`src/rtl/ws2812_pkg.sv`:
```
// Shared constants and FSM encoding for the WS2812B receive path.
// Optional feature macro used by the top: WS2812_RX_FWD_EN (cascade forwarding on dout).
package ws2812_pkg;

    localparam int CLK_HZ     = 50_000_000;
    localparam int T0H        = 15;
    localparam int T1H        = 47;
    localparam int T_BIT      = 62;
    localparam int T_RESET    = 2500;

    localparam int BIT_THRESH = 31;
    localparam int MIN_HIGH   = 5;
    localparam int MAX_HIGH   = 100;
    localparam int MAX_PIX    = 64;

    localparam int PIX_W      = $clog2(MAX_PIX);
    localparam int PCNT_W     = PIX_W + 1;
    localparam int HI_W       = $clog2(MAX_HIGH + 2);
    localparam int LO_W       = $clog2(T_RESET + 1);

    // GRB word layout, first received bit lands in bit 23
    localparam int G_MSB = 23;
    localparam int G_LSB = 16;
    localparam int R_MSB = 15;
    localparam int R_LSB = 8;
    localparam int B_MSB = 7;
    localparam int B_LSB = 0;

    typedef enum logic [1:0] {
        IDLE      = 2'd0,
        WAIT_HIGH = 2'd1,
        MEAS_HIGH = 2'd2
    } meas_state_e;

endpackage

```
`src/rtl/ws2812_pulse_meas.sv`:
```
// Synchronises DIN, detects edges and measures high-pulse widths and low periods.
// Emits a fall strobe with the pulse width, an over-long strobe and a frame-reset strobe.
module ws2812_pulse_meas
    import ws2812_pkg::*;
(
    input  logic            sys_clk,
    input  logic            sys_rst_n,
    input  logic            din,
    output logic            fall_o,
    output logic [HI_W-1:0] width_o,
    output logic            long_o,
    output logic            reset_seen_o
`ifdef WS2812_RX_FWD_EN
    ,
    output logic            sync_o
`endif
);

    localparam logic [HI_W-1:0] HI_ONE = HI_W'(1);
    localparam logic [HI_W-1:0] HI_SAT = HI_W'(MAX_HIGH + 1);
    localparam logic [LO_W-1:0] LO_ONE = LO_W'(1);
    localparam logic [LO_W-1:0] LO_END = LO_W'(T_RESET);

    logic            sync1_q, sync2_q, dly_q;
    meas_state_e     state_q, state_d;
    logic [HI_W-1:0] hi_cnt_q, hi_cnt_d;
    logic [LO_W-1:0] lo_cnt_q, lo_cnt_d;
    logic            rise, fall;

    assign rise = sync2_q & ~dly_q;
    assign fall = ~sync2_q & dly_q;

    always_ff @(posedge sys_clk or negedge sys_rst_n) begin
        if (!sys_rst_n) begin
            sync1_q  <= 1'b0;
            sync2_q  <= 1'b0;
            dly_q    <= 1'b0;
            state_q  <= IDLE;
            hi_cnt_q <= '0;
            lo_cnt_q <= '0;
        end else begin
            sync1_q  <= din;
            sync2_q  <= sync1_q;
            dly_q    <= sync2_q;
            state_q  <= state_d;
            hi_cnt_q <= hi_cnt_d;
            lo_cnt_q <= lo_cnt_d;
        end
    end

    always_comb begin
        state_d      = state_q;
        hi_cnt_d     = hi_cnt_q;
        lo_cnt_d     = lo_cnt_q;
        fall_o       = 1'b0;
        long_o       = 1'b0;
        reset_seen_o = 1'b0;
        width_o      = hi_cnt_q;
        case (state_q)
            IDLE: begin
                if (sync2_q) begin
                    lo_cnt_d = '0;
                end else begin
                    lo_cnt_d = lo_cnt_q + LO_ONE;
                    if (lo_cnt_q == LO_END - LO_ONE) state_d = WAIT_HIGH;
                end
            end
            WAIT_HIGH: begin
                // the rise cycle is already one high cycle of the pulse
                if (rise) begin
                    hi_cnt_d = HI_ONE;
                    state_d  = MEAS_HIGH;
                end else if (lo_cnt_q != LO_END) begin
                    lo_cnt_d     = lo_cnt_q + LO_ONE;
                    reset_seen_o = (lo_cnt_q == LO_END - LO_ONE);
                end
            end
            MEAS_HIGH: begin
                if (fall) begin
                    fall_o   = 1'b1;
                    lo_cnt_d = LO_ONE;
                    state_d  = WAIT_HIGH;
                end else if (hi_cnt_q == HI_SAT) begin
                    long_o   = 1'b1;
                    lo_cnt_d = '0;
                    state_d  = IDLE;
                end else begin
                    hi_cnt_d = hi_cnt_q + HI_ONE;
                end
            end
            default: state_d = IDLE;
        endcase
    end

`ifdef WS2812_RX_FWD_EN
    assign sync_o = sync2_q;
`endif

endmodule

```
`src/rtl/ws2812_rx_decoder.sv`:
```
// WS2812B line decoder: classifies pulses, assembles GRB words and tracks frames.
// Define WS2812_RX_FWD_EN to add the dout cascade-forwarding output.
module ws2812_rx_decoder
    import ws2812_pkg::*;
(
    input  logic        sys_clk,
    input  logic        sys_rst_n,
    input  logic        din,
    output logic [23:0] rgb_data,
    output logic        rgb_valid,
    output logic [5:0]  pix_idx,
    output logic        frame_done,
    output logic [6:0]  pix_count,
    output logic        err
`ifdef WS2812_RX_FWD_EN
    ,
    output logic        dout
`endif
);

    localparam logic [HI_W-1:0]   HI_MIN    = HI_W'(MIN_HIGH);
    localparam logic [HI_W-1:0]   HI_THR    = HI_W'(BIT_THRESH);
    localparam logic [PCNT_W-1:0] PIX_FULL  = PCNT_W'(MAX_PIX);
    localparam logic [PIX_W-1:0]  PIX_LAST  = PIX_W'(MAX_PIX - 1);

    logic            fall_s, long_s, reset_seen_s;
    logic [HI_W-1:0] width_s;
    logic            good_bit, glitch, word_done;

    logic [23:0]       shift_q, shift_d;
    logic [4:0]        bit_cnt_q, bit_cnt_d;
    logic [PCNT_W-1:0] pix_cnt_q, pix_cnt_d;
    logic [23:0]       rgb_data_q, rgb_data_d;
    logic [PIX_W-1:0]  pix_idx_q, pix_idx_d;
    logic [PCNT_W-1:0] pix_count_q, pix_count_d;
    logic              rgb_valid_q, rgb_valid_d;
    logic              frame_done_q, frame_done_d;
    logic              err_q, err_d;

`ifdef WS2812_RX_FWD_EN
    logic sync_s;
`endif

    ws2812_pulse_meas u_meas (
        .sys_clk      (sys_clk),
        .sys_rst_n    (sys_rst_n),
        .din          (din),
        .fall_o       (fall_s),
        .width_o      (width_s),
        .long_o       (long_s),
        .reset_seen_o (reset_seen_s)
`ifdef WS2812_RX_FWD_EN
        ,
        .sync_o       (sync_s)
`endif
    );

    assign glitch    = fall_s && (width_s < HI_MIN);
    assign good_bit  = fall_s && !glitch;
    assign word_done = good_bit && (bit_cnt_q == 5'd23);

    always_comb begin
        shift_d      = shift_q;
        bit_cnt_d    = bit_cnt_q;
        pix_cnt_d    = pix_cnt_q;
        rgb_data_d   = rgb_data_q;
        pix_idx_d    = pix_idx_q;
        pix_count_d  = pix_count_q;
        rgb_valid_d  = 1'b0;
        frame_done_d = 1'b0;
        err_d        = glitch;
        if (good_bit) begin
            shift_d = {shift_q[22:0], (width_s >= HI_THR)};
            if (word_done) begin
                rgb_data_d  = shift_d;
                rgb_valid_d = 1'b1;
                bit_cnt_d   = '0;
                // a word beyond the frame capacity is still shown, at the last index
                if (pix_cnt_q == PIX_FULL) begin
                    pix_idx_d = PIX_LAST;
                    err_d     = 1'b1;
                end else begin
                    pix_idx_d = pix_cnt_q[PIX_W-1:0];
                    pix_cnt_d = pix_cnt_q + 1'b1;
                end
            end else begin
                bit_cnt_d = bit_cnt_q + 5'd1;
            end
        end
        if (long_s) begin
            err_d     = 1'b1;
            bit_cnt_d = '0;
            pix_cnt_d = '0;
        end
        if (reset_seen_s && (bit_cnt_q != 5'd0 || pix_cnt_q != '0)) begin
            frame_done_d = 1'b1;
            pix_count_d  = pix_cnt_q;
            err_d        = (bit_cnt_q != 5'd0);
            bit_cnt_d    = '0;
            pix_cnt_d    = '0;
        end
    end

    always_ff @(posedge sys_clk or negedge sys_rst_n) begin
        if (!sys_rst_n) begin
            shift_q      <= '0;
            bit_cnt_q    <= '0;
            pix_cnt_q    <= '0;
            rgb_data_q   <= '0;
            pix_idx_q    <= '0;
            pix_count_q  <= '0;
            rgb_valid_q  <= 1'b0;
            frame_done_q <= 1'b0;
            err_q        <= 1'b0;
        end else begin
            shift_q      <= shift_d;
            bit_cnt_q    <= bit_cnt_d;
            pix_cnt_q    <= pix_cnt_d;
            rgb_data_q   <= rgb_data_d;
            pix_idx_q    <= pix_idx_d;
            pix_count_q  <= pix_count_d;
            rgb_valid_q  <= rgb_valid_d;
            frame_done_q <= frame_done_d;
            err_q        <= err_d;
        end
    end

    assign rgb_data   = rgb_data_q;
    assign rgb_valid  = rgb_valid_q;
    assign pix_idx    = pix_idx_q;
    assign frame_done = frame_done_q;
    assign pix_count  = pix_count_q;
    assign err        = err_q;

`ifdef WS2812_RX_FWD_EN
    // dout stays low through the first word of a frame, then mirrors the line
    logic fwd_q, fwd_d, dout_q;

    always_comb begin
        fwd_d = fwd_q;
        if (word_done) fwd_d = 1'b1;
        if (reset_seen_s || long_s) fwd_d = 1'b0;
    end

    always_ff @(posedge sys_clk or negedge sys_rst_n) begin
        if (!sys_rst_n) begin
            fwd_q  <= 1'b0;
            dout_q <= 1'b0;
        end else begin
            fwd_q  <= fwd_d;
            dout_q <= fwd_d & sync_s;
        end
    end

    assign dout = dout_q;
`endif

endmodule

```
`config.mk`:
```
export PLATFORM = sky130hd
export DESIGN_NAME = ws2812_rx_decoder
export DESIGN_NICKNAME = d
export VERILOG_FILES = /design/src/rtl/ws2812_pkg.sv /design/src/rtl/ws2812_pulse_meas.sv /design/src/rtl/ws2812_rx_decoder.sv
export SDC_FILE = /design/constraint.sdc
export NUM_CORES = 1
export LEC_CHECK = 0
export BUFFER_PORTS_ARGS = -buffer_cell sky130_fd_sc_hd__buf_2
export CAP_MARGIN = 30
export CORE_MARGIN = 4
export CORE_UTILIZATION = 58
export CTS_BUF_LIST = sky130_fd_sc_hd__clkbuf_8
export CTS_CLUSTER_DIAMETER = 120
export DETAILED_ROUTE_END_ITERATION = 12
export PLACE_DENSITY = 0.9
export SYNTH_ARGS = -nofsm -noshare
export SYNTH_HDL_FRONTEND = slang
export SYNTH_SLANG_ARGS = --single-unit
```
`constraint.sdc`:
```
create_clock -name sys_clk -period 2.43 [get_ports sys_clk]
set_input_delay 0.3645 -clock sys_clk [delete_from_list [all_inputs] [get_ports sys_clk]]
set_output_delay 0.3645 -clock sys_clk [all_outputs]
set_load 0.05 [all_outputs]
```
# After elaboration in Yosys (flattened, before gate mapping)
# Cells that the tools add are included.
totals:
  ff_bits: 99
  inputBits: 3
  output_inout_bits: 40
  wordCells: 101
classes:
  addsub: 4
  order_cmp: 2
  eq_ne: 16
  mux: 42
  bitwise: 4
  reduce_logical: 18
ops:
  columns: ["cell", "n"]
  rows:
  - ["12-bit 2-to-1 mux", 5]
  - ["7-bit 2-to-1 mux", 8]
  - ["12-bit one-hot mux with 3 select lines", 1]
  - ["5-bit 2-to-1 mux", 4]
  - ["1-bit 2-to-1 mux", 16]
  - ["7-bit by 1-bit adder with 7-bit output (second input constant)", 2]
  - ["7-bit == test (second input constant)", 2]
  - ["7-bit one-hot mux with 2 select lines", 1]
  - ["12-bit by 1-bit adder with 12-bit output (second input constant)", 1]
  - ["12-bit == test (second input constant)", 1]
  - ["12-bit != test (second input constant)", 1]
  - ["4-bit AND reduction", 3]
  - ["2-bit 2-to-1 mux", 5]
  - ["3-bit nonzero test", 3]
  - ["2-bit != test (second input constant)", 4]
  - ["7-bit by 5-bit greater-or-equal comparator with 1-bit output (second input constant)", 1]
  - ["7-bit by 3-bit < comparator with 1-bit output (second input constant)", 1]
  - ["7-bit nonzero test", 1]
  - ["6-bit 2-to-1 mux", 1]
  - ["2-bit by 1-bit != test with 1-bit output (second input constant)", 3]
  - ["2-bit one-hot mux with 3 select lines", 1]
  - ["5-bit by 1-bit adder with 5-bit output (second input constant)", 1]
  - ["5-bit == test (second input constant)", 1]
  - ["5-bit nonzero test", 1]
  - ["other kinds (13)", 18]

# Longest topological paths before layout
# Gate-level depths: netlist of the first run.
logic_depth:
  depth_word: 12
  mapped_depth: 10
  ltp_nobuf: 8

# By module
# From an unflattened synthesis of the first run, not the netlist that was laid out.
unflattened:
  hier_cells: 445
  area_unflattened_um2: 4571.9
modules_own_cells:
  columns: ["module", "instances", "cells_each", "area_each_um2", "seq_area_each_um2"]
  rows:
  - ["ws2812_rx_decoder", 1, 274, 3062.9, 1876.8]
  - ["ws2812_pulse_meas", 1, 171, 1508.9, 600.6]

# Worst setup path before layout of the first run
# Ideal clock, no wire load.
synth_timing:
  kind: "register -> register"
  start: "register u_meas.state_q[1]"
  end: "register pix_count_q[0], in the netlist pix_count[0]"
  arrival_time_ns: 2.043
  setup_slack_ns: 0.262
  path_stages_with_launch: 8
  path_cell_list: "dfrtp_1 > inv_1 > ha_1 > clkbuf_1 > inv_1 > or4_4 > nor2_8 > mux2_4"
synth_between:
  elab_chain_len: 3
synth_lines:
  columns: ["item", "line", "text"]
  rows:
  - ["start, declared", "ws2812_pulse_meas.sv:25", "meas_state_e state_q, state_d;"]
  - ["start signal, assigned", "ws2812_pulse_meas.sv:45", "state_q <= state_d;"]
  - ["2-bit by 1-bit == test with 1-bit output", "ws2812_pulse_meas.sv:59", "case (state_q)"]
  - ["1-bit 2-to-1 mux", "ws2812_pulse_meas.sv:59", null]
  - ["1-bit logical AND", "ws2812_rx_decoder.sv:95", "if (reset_seen_s && (bit_cnt_q != 5'd0 || pix_cnt_q != '0)) begin"]
  - ["end signal, assigned", "ws2812_rx_decoder.sv:121", "pix_count_q <= pix_count_d;"]
  - ["end, declared", "ws2812_rx_decoder.sv:35", "logic [PCNT_W-1:0] pix_count_q, pix_count_d;"]
# No other way between the ends.
# A chain may end at the register's enable or synchronous reset.

# Worst setup path in the final report of the first run
layout_timing:
  start: "register u_meas.lo_cnt_q[0]"
  end: "register pix_count_q[6], in the netlist pix_count[6]"
layout_between:
  elab_chain_len: 5
  word_cells_on_any_way: 6
  classes_between: "eq/ne: 2; mux: 3; reduce/logical: 1"
layout_lines:
  columns: ["item", "line", "text"]
  rows:
  - ["start, declared", "ws2812_pulse_meas.sv:27", "logic [LO_W-1:0] lo_cnt_q, lo_cnt_d;"]
  - ["start signal, assigned", "ws2812_pulse_meas.sv:47", "lo_cnt_q <= lo_cnt_d;"]
  - ["12-bit == test / 12-bit != test (equally long branches)", "ws2812_pulse_meas.sv:75, ws2812_pulse_meas.sv:73", null]
  - ["1-bit 2-to-1 mux *", "ws2812_pulse_meas.sv:73", "end else if (lo_cnt_q != LO_END) begin"]
  - ["1-bit 2-to-1 mux *", "ws2812_pulse_meas.sv:70", "if (rise) begin"]
  - ["1-bit 2-to-1 mux *", "ws2812_pulse_meas.sv:59", null]
  - ["1-bit logical AND *", "ws2812_rx_decoder.sv:95", null]
# Mark *: on every way between the ends. The rest lies on a longest branch, timed or not.

==> impl_metrics.py, run 1 <==
metrics = {
    "run_status": {
        "status": "finished clean",
    },
    "detailed_routing": {
        "vias_per_cell": 5.76,
        "drt_iter0_drc": 224,
        "drt-total-wl_um": 9610,
        "drt-pass1-iter-count": 4,
        "drc_errors": 0,
        "wire_per_inst_um": 16.4,
        "dr_total_vias": 3386,
        "detail-route-antenna-nets": 0,
    },
    "synthesis": {
        "post_synth_num_cell_types": 54,
        "synth_area_mm2": 0.00457,
        "synth_seq_area_share_pct": 54.2,
        "synth_nets": 447,
        "yosysWarnings": 0,
        "synth.top_cell.area_share_pct": 54.2,
        "synth_async_sr_flop_share_pct": 100,
        "netlist_instances": 431,
        "synth_edf_count": 0,
        "synth_area_leader_cell": "dfrtp_1",
        "ys_ff_latch": 99,
        "yosys-top-cells-area": "dfrtp_1 54%, nand2_1 7.7%, mux2_2 5.4%, ha_1 3.6%, mux2_4 2.3%",
        "synth.avg_cell_area_um2": 10.6,
        "ys.flop_type": "dfrtp_1",
    },
    "place": {
        "placed_cell_area_mm2": 0.00494,
        "detailed_place_hpwl_um": 6530,
        "port_buffers": 42,
        "placedCellCount": 571,
        "gp_congestion": 0.895,
    },
    "final_layout": {
        "final_cell_mix": "99 x dfrtp_1, 94 x nand2_1, 41 x buf_2, 27 x nor2_1, 22 x mux2_2",
        "drive_gt1_share_pct": 23.0,
        "finish.net_count": 497,
        "final_common_cell": "dfrtp_1",
        "nFillCells": 529,
        "final_cells": 588,
        "fin_area_mm2": 0.00518,
        "antenna_cells": 0,
        "area_growth_pct": 13.5,
    },
    "worst_setup_path": {
        "critPathCaptureType": "register",
        "critPathArrivalTime_ns": 2.49,
        "critPathMaxFanout": 9,
        "cpPeakStageDelay_ns": 0.58,
        "worstSetupPathType": "reg -> reg",
        "required_ns": 2.69,
        "crit_path_cell_trace": "ha_1, nor3b_1, nand3_1, or4_4, nor2_8, mux2_4",
        "crit_path_start_kind": "register",
        "crit_slowest_cell": "or4_4",
    },
    "timing": {
        "drv_slew": 0,
        "whs_ns": 0.0945,
        "worstMarginPinSlew_ns": 0.547,
        "max_freq_ghz": 0.448,
        "finalSetupTns_ns": 0,
        "final.period_utilization_pct": 91.8,
        "fin_crit_ns": 2.23,
        "max_slew_margin_pct": 63.5,
        "rsz0062_at_grt": "no",
        "setup-violations-final": 0,
        "worst_clock_skew_ns": 0.0159,
        "hold_violations": 0,
    },
    "global_route": {
        "grt_pass1_wl_um": 16500,
        "antenna_found_initial": 0,
        "grt_max_degree": 70,
        "track_usage_pct": 21.4,
        "grt_pass1_vias": 3457,
        "overflow": 0,
    },
    "clocking": {
        "cts-buffers-inserted": 9,
        "cts_sinks": 99,
        "postCtsSetupBuffers": 0,
        "cts_root_buffer": "clkbuf_8",
        "cts_tree": "done",
        "cts.path.max_buffers": 2,
        "insertion_delay_ns": 0.38,
        "clkTransAtPathRegs_ns": 0.10,
        "ctsResizeCount": 0,
        "postCtsHoldBufs": 1,
        "cts_htree_levels": 3,
    },
    "floorplanning": {
        "start_util_pct": 59.4,
        "die-area_mm2": 0.00936,
        "chipHeight_um": 96.7,
        "coreArea_mm2": 0.00769,
        "die_x_um": 96.7,
        "std_cell_rows": 32,
        "ios": 43,
    },
    "hold_path": {
        "hold_class": "in -> reg",
    },
    "pwr": {
        "p_leak_nw": 2.72,
        "power_density_mw_per_mm2": 568,
        "peakVddDrop_mv": 0.298,
    },
    "run": {
        "max_cap_viol_count": 0,
    },
}
[cell usage after synthesis, types with 6 or more instances]
cell type,n
dfrtp_1,99
nand2_1,94
nor2_1,27
mux2_2,22
o21ai_0,21
nand3_1,18
inv_1,14
ha_1,13
a21oi_1,10
buf_2,7
clkbuf_1,7
mux2_4,7
and3_1,6
mux2i_1,6
o31ai_1,6
[critical path: cells and delay by family (launching register included)]
family | cells | cell delay (ns)
muxes | 1 | 0.33
adders and majority gates | 1 | 0.24
and+or+nand+nor | 4 | 1.16
DFF | 1 | 0.40
[power breakdown]
group | internal [W] | total [W] | switching [W]
registers | 0.00165 | 0.00166 | 0.00000710
clock network | 0.000599 | 0.00122 | 0.000617
logic | 0.0000181 | 0.0000696 | 0.0000515
[routing by layer]
metal / wire length [um] / track usage [%] / vias up
li1: - / - / 1577
met1: 4210 / 27.0 / 1683
met2: 4770 / 35.9 / 96
met3: 398 / 4.83 / 30
met4: 234 / 8.53 / 0
met5: 0 / 0 / -
[logic make-up (layout without fill, tap and decap cells)]
family / after synthesis / in the layout / share of synthesized area, %
AOI/OAI and AO/OA: 58 / 58 / 8.79
DFF: 99 / 99 / 54.2
adders and majority gates: 13 / 13 / 3.56
buffers and inverters: 32 / 87 / 3.07
xor gates and xnor gates: 9 / 9 / 1.73
muxes: 35 / 35 / 9.04
and+or+nand+nor: 185 / 185 / 19.6
[final cells by class]
| type | count | area (um2) | share of cell area (%) |
|---|---|---|---|
| clock buffer | 9 | 124 | 2.39 |
| clock inverter | 7 | 113 | 2.17 |
| inverter | 15 | 56.3 | 1.09 |
| multi-input combinational | 300 | 1950 | 37.7 |
| sequential | 99 | 2480 | 47.8 |
| tap | 102 | 128 | 2.46 |
| timing repair buffer | 56 | 333 | 6.42 |
[worst paths after layout]
check | startpoint | cells past startpoint | slack [ns] | to
max in group asynchronous | sys_rst_n | 3 | 1.27 | u_meas.state_q[0]
max | u_meas.lo_cnt_q[0] | 6 | 0.20 | pix_count[6]
max reg2reg | u_meas.lo_cnt_q[0] | 6 | 0.20 | pix_count[6]
min reg2reg | u_meas.sync1_q | 0 | 0.36 | u_meas.sync2_q
min in group asynchronous | sys_rst_n | 2 | 0.46 | pix_count[4]
min | din | 1 | 0.09 | u_meas.sync1_q
[state kept, by name (all words and copies together) (netlist names)]
register,flops
u_meas.width_o,7
bit_cnt_q,5
u_meas.dly_q,1
u_meas.lo_cnt_q,12
u_meas.state_q,2
u_meas.sync1_q,1
shift_q,23
rgb_valid,1
pix_count,7
frame_done,1
pix_idx,6
u_meas.sync2_q,1
pix_cnt_q,7
rgb_data,24
err,1
[per-stage QoR]
step | utilization (%) | setup WS [ns] | power (W)
after detailed placement | 64.2 | 0.210 | 0.00176
after CTS | 67.4 | 0.199 | 0.00298
final | 67.4 | 0.198 | 0.00294
after floorplan | - | 0.262 | 0.00172
after global placement | 64.2 | 0.281 | 0.00176
after global routing | 67.4 | 0.0265 | 0.00304
No activity file was read; power rests on OpenSTA's default activity.
==> run 2, diff against run 1 <==
==> constraint.sdc (replaced) <==
create_clock -name sys_clk -period 2.43 [get_ports sys_clk]
set_input_delay 0.243 -clock sys_clk [delete_from_list [all_inputs] [get_ports sys_clk]]
set_output_delay 0.243 -clock sys_clk [all_outputs]
set_load 0.05 [all_outputs]
==> run 2 against run 1 <==
  * Design area fell by 0.72%
  * Critical path depth unchanged
  * Sequential power barely moved
  * Clock-buffer cell count unchanged
  * Clock skew shrank 0.0058 ns
  * Wire length decreased by 3.1%
  * Sequential share of layout area grew 0.35 points
  * Maximum frequency down 1.0%
  * Non-clock buffer count rose by 1
  * Clock power shrank 19%
  * Global-route usage fell by 0.41 points
  * Worst setup slack got worse by 0.023 ns
  * Critical endpoint is now shift_q[15]
  * Largest power group unchanged
==> impl_metrics.py, run 2 (synthesized netlist as in run 1, its figures left out) <==
metrics = {
    "run_status": {
        "status": "finished clean",
    },
    "detailed_routing": {
        "detail-route-antenna-nets": 0,
        "dr_total_vias": 3337,
        "vias_per_cell": 5.67,
        "wire_per_inst_um": 15.8,
        "drt_iter0_drc": 185,
        "drt-total-wl_um": 9320,
        "drt-pass1-iter-count": 4,
        "drc_errors": 0,
    },
    "floorplanning": {
        "coreArea_mm2": 0.00769,
        "die-area_mm2": 0.00936,
        "std_cell_rows": 32,
        "ios": 43,
        "die_x_um": 96.7,
        "start_util_pct": 59.4,
        "chipHeight_um": 96.7,
    },
    "global_route": {
        "grt_pass1_wl_um": 16200,
        "track_usage_pct": 21.0,
        "antenna_found_initial": 0,
        "grt_max_degree": 53,
        "overflow": 0,
        "grt_pass1_vias": 3392,
    },
    "timing": {
        "finalSetupTns_ns": 0,
        "setup_ws_ns": 0.176,
        "setup-violations-final": 0,
        "max_slew_margin_pct": 56.9,
        "fin_crit_ns": 2.25,
        "rsz0062_at_grt": "no",
        "worstMarginPinSlew_ns": 0.646,
        "max_freq_ghz": 0.444,
        "worst_clock_skew_ns": 0.0101,
        "drv_slew": 0,
        "hold_violations": 0,
        "final.period_utilization_pct": 92.8,
    },
    "pwr": {
        "p_leak_nw": 2.70,
        "peakVddDrop_mv": 0.313,
        "power_density_mw_per_mm2": 529,
    },
    "final_layout": {
        "final_cell_mix": "99 x dfrtp_1, 94 x nand2_1, 41 x buf_2, 27 x nor2_1, 22 x mux2_2",
        "antenna_cells": 0,
        "finish.net_count": 498,
        "final_cells": 589,
        "fin_area_mm2": 0.00515,
        "drive_gt1_share_pct": 23.0,
        "largest_register_ffs": 24,
        "final_common_cell": "dfrtp_1",
        "area_growth_pct": 12.7,
    },
    "worst_setup_path": {
        "critPathCaptureType": "register",
        "required_ns": 2.69,
        "reg2reg_slack_ns": 0.18,
        "crit_slowest_cell": "dfrtp_1",
        "critPathArrivalTime_ns": 2.51,
        "crit_path_cell_trace": "inv_1, ha_1, and3b_1, a21boi_2, buf_4, mux2_2",
        "crit_path_start_kind": "register",
        "cpPeakStageDelay_ns": 0.43,
        "critPathMaxFanout": 16,
        "worstSetupPathType": "reg -> reg",
    },
    "place": {
        "gp_congestion": 0.892,
        "port_buffers": 42,
        "detailed_place_hpwl_um": 6580,
        "placed_cell_area_mm2": 0.00494,
        "placedCellCount": 571,
        "dp_slack_ns": 0.213,
    },
    "clocking": {
        "cts_root_buffer": "clkbuf_8",
        "cts_sinks": 99,
        "cts_htree_levels": 3,
        "cts_tree": "done",
        "cts.path.max_buffers": 2,
        "clkTransAtPathRegs_ns": 0.10,
        "cts-buffers-inserted": 9,
        "insertion_delay_ns": 0.37,
    },
    "hold_path": {
        "hold_class": "reg -> reg",
    },
    "run": {
        "max_cap_viol_count": 0,
    },
}
## run 2: changes by cell type in the layout (fill, tap and decap cells not counted)
cell / change
bufinv_16: -2
dlygate4sd3_1: +1
clkinv_2: +1
clkinvlp_4: +1
## run 2: where the power goes
group | switching [W] | total [W] | internal (W)
logic | 0.0000518 | 0.0000712 | 0.0000193
clock network | 0.000603 | 0.000992 | 0.000389
registers | 0.00000710 | 0.00166 | 0.00165
## run 2: layout make-up
| type | count | area [um2] |
|---|---|---|
| clock inverter | 7 | 65.1 |
| timing repair buffer | 57 | 343 |
| clock buffer | 9 | 124 |
| fill | 567 | 2540 |
| tap | 102 | 128 |
| multi-input combinational | 300 | 1950 |
| sequential | 99 | 2480 |
| inverter | 15 | 56.3 |
## run 2: worst max-delay path: cells and delay by family, from the launching register on
family	cells	cell delay, ns
flip-flops	1	0.43
multiplexers	1	0.37
AND/OR/NAND/NOR	1	0.31
AO/OA/AOI/OAI	1	0.26
adder cells (fa/ha/maj)	1	0.39
buffers and inverters	2	0.39
## run 2: timing repair
action,CTS,global route
gates resized for setup,0,0
endpoints found under the hold margin,52,0
hold buffers,2,0
buffers inserted,0,0
## run 2: worst paths after layout
kind                                         from        endpoint  cells after the start
max in group asynchronous               sys_rst_n     rgb_data[5]                      3
worst max register to register  u_meas.state_q[0]     shift_q[15]                      6
worst min-delay path               u_meas.sync1_q  u_meas.sync2_q                      0
worst max-delay path            u_meas.state_q[0]     shift_q[15]                      6
worst min register to register     u_meas.sync1_q  u_meas.sync2_q                      0
min in group asynchronous               sys_rst_n    rgb_data[13]                      2
## run 2: layer usage
| layer | global-route usage (%) | share of wire, % | vias to the layer above |
|---|---|---|---|
| met5 | 0 | 0 | - |
| met4 | 5.94 | 1.3 | 0 |
| met3 | 5.26 | 4.4 | 12 |
| met2 | 35.5 | 51 | 91 |
| met1 | 27.0 | 44 | 1660 |
| li1 | - | - | 1574 |
## run 2: through the flow
| stage | power [W] | util [%] | hold WS, ns |
|---|---|---|---|
| after CTS | 0.00274 | 67.0 | 0.365 |
| final | 0.00272 | 67.0 | 0.360 |
| after detailed placement | 0.00176 | 64.2 | 0.315 |
| after global routing | 0.00283 | 67.0 | 0.371 |
| after global placement | 0.00176 | 64.2 | 0.304 |
| after floorplan | 0.00172 | - | -0.0526 |
==> run 3, diff against run 2 <==
Settings changed: CORE_UTILIZATION 58 to 45, PLACE_DENSITY 0.9 to 0.75.
==> run 3 against run 2 <==
  * Via count is 3.6% lower
  * Clock skew up 0.0024 ns
  * Clock power about the same
  * Worst hold slack got worse by 0.014 ns
  * Register-to-register slack about the same
  * Sequential power is essentially flat
  * Critical path type unchanged
  * Power is 0.73% higher
  * Flip-flop and latch count did not move
  * Critical endpoint is now pix_count[0]
  * Sequential share of layout area shrank 0.51 points
==> impl_metrics.py, run 3 (synthesized netlist as in run 1, its figures left out) <==
metrics = {
    "timing": {
        "hold_violations": 0,
        "max_slew_margin_pct": 63.9,
        "rsz0062_at_grt": "no",
        "drv_slew": 0,
        "worst_clock_skew_ns": 0.0125,
        "finalSetupTns_ns": 0,
        "whs_ns": 0.346,
        "worstMarginPinSlew_ns": 0.537,
        "max_freq_ghz": 0.443,
        "setup-violations-final": 0,
        "final.period_utilization_pct": 92.9,
        "fin_crit_ns": 2.26,
    },
    "floorplanning": {
        "chipHeight_um": 109,
        "coreArea_mm2": 0.00982,
        "start_util_pct": 46.5,
        "die-area_mm2": 0.0118,
        "die_x_um": 109,
        "std_cell_rows": 36,
        "ios": 43,
    },
    "hold_path": {
        "hold_class": "in -> async",
    },
    "global_route": {
        "grt_use_met2_pct": 26.6,
        "overflow": 0,
        "grt_pass1_wl_um": 15000,
        "grt.busiest_layer": "met2",
        "use_met3_pct": 3.49,
        "grt.met1_usage_pct": 19.8,
        "grt_max_degree": 68,
        "antenna_found_initial": 0,
        "track_usage_pct": 15.7,
        "grt_pass1_vias": 3324,
    },
    "final_layout": {
        "final_cell_mix": "99 x dfrtp_1, 94 x nand2_1, 41 x buf_2, 27 x nor2_1, 22 x mux2_2",
        "finish.net_count": 496,
        "multi_input_area_mm2": 0.00195,
        "drive_gt1_share_pct": 22.7,
        "nFillCells": 881,
        "largest_register_ffs": 24,
        "fin_area_mm2": 0.00520,
        "utilization_pct": 53.0,
        "final_common_cell": "dfrtp_1",
        "antenna_cells": 0,
        "seqCellArea_mm2": 0.00248,
        "area_growth_pct": 13.9,
    },
    "worst_setup_path": {
        "reg2reg_slack_ns": 0.17,
        "critPathMaxFanout": 9,
        "critPathCaptureType": "register",
        "crit_path_cell_trace": "ha_1, nor3b_1, nand3_1, or4_4, nor2_8, mux2_4",
        "crit_path_end": "pix_count[0]",
        "crit_slowest_cell": "or4_4",
        "worstReg2RegEnd": "pix_count[0]",
        "required_ns": 2.68,
        "timing.rr.start": "u_meas.lo_cnt_q[1]",
        "worstSetupPathType": "reg -> reg",
        "critPathArrivalTime_ns": 2.51,
        "cpPeakStageDelay_ns": 0.58,
        "critical_path.startpoint": "u_meas.lo_cnt_q[1]",
        "crit_path_start_kind": "register",
        "worst-r2r-cell-count": 6,
    },
    "pwr": {
        "power_density_mw_per_mm2": 527,
        "p_leak_nw": 2.70,
        "p_total_w": 0.00274,
        "peakVddDrop_mv": 0.250,
    },
    "clocking": {
        "ctsResizeCount": 0,
        "cts.path.max_buffers": 2,
        "cts_tree": "done",
        "cts_sinks": 99,
        "cts_root_buffer": "clkbuf_8",
        "clkTransAtPathRegs_ns": 0.09,
        "insertion_delay_ns": 0.37,
        "postCtsHoldBufs": 2,
        "cts-buffers-inserted": 9,
        "postCtsSetupBuffers": 0,
        "cts_htree_levels": 3,
    },
    "detailed_routing": {
        "drt_iter0_drc": 283,
        "drt-total-wl_um": 8500,
        "wire_per_inst_um": 13.8,
        "drt-pass1-iter-count": 4,
        "drc_errors": 0,
        "detail-route-antenna-nets": 0,
        "dr_total_vias": 3217,
        "vias_per_cell": 5.21,
    },
    "run": {
        "max_cap_viol_count": 0,
    },
    "place": {
        "gp_congestion": 0.853,
        "port_buffers": 42,
        "detailed_place_hpwl_um": 5990,
        "placed_cell_area_mm2": 0.00499,
    },
    "run_status": {
        "status": "finished clean",
    },
}
==> run 3: cell count changes in the layout (fill, tap and decap cells not counted) <==
cell	before	now
clkbuf_8	9	10
buf_4	13	9
clkinv_2	1	0
clkinv_4	2	1
inv_8	1	0
inv_6	0	2
buf_12	1	3
==> run 3: worst min path at each step <==
| stage | end | slack [ns] | depth (start not counted) |
|---|---|---|---|
| final | pix_count[2] | 0.35 | 2 |
| after CTS | rgb_valid | 0.35 | 2 |
| after detailed placement | pix_count[2] | 0.21 | 1 |
| after global placement | pix_count[2] | 0.20 | 1 |
| after floorplan | bit_cnt_q[0] | -0.05 | 0 |
| after global routing | rgb_data[18] | 0.37 | 2 |
==> run 3: worst max-delay path: cells and delay by family (launching register included) <==
family | cells | cell delay (ns)
adders and majority gates | 1 | 0.24
muxes | 1 | 0.32
and+or+nand+nor | 4 | 1.17
DFF | 1 | 0.41
==> run 3: through the flow <==
stage | std cells | setup WS [ns]
after floorplan | 431 | 0.262
after global placement | 600 | 0.249
after detailed placement | 600 | 0.169
after CTS | 618 | 0.146
after global routing | 618 | 0.0409
final | 618 | 0.173
==> run 3: layout make-up <==
type / instances / area share (%)
tap: 133 / 3.20
clock inverter: 6 / 1.11
inverter: 15 / 1.08
multi-input combinational: 300 / 37.6
clock buffer: 10 / 2.65
sequential: 99 / 47.6
timing repair buffer: 55 / 6.78
==> run 3: report_power, final <==
group	leakage [nW]	total [W]	switching, W	internal, W
clock network	0.0923	0.00101	0.000596	0.000418
registers	1.37	0.00166	0.00000730	0.00165
logic	1.23	0.0000698	0.0000509	0.0000189
total	2.70	0.00274	0.000654	0.00209
==> run 3: layer usage <==
layer	vias up	wire length, um
met5	-	0
met4	0	110
met3	12	375
met2	74	4100
met1	1555	3920
li1	1576	-
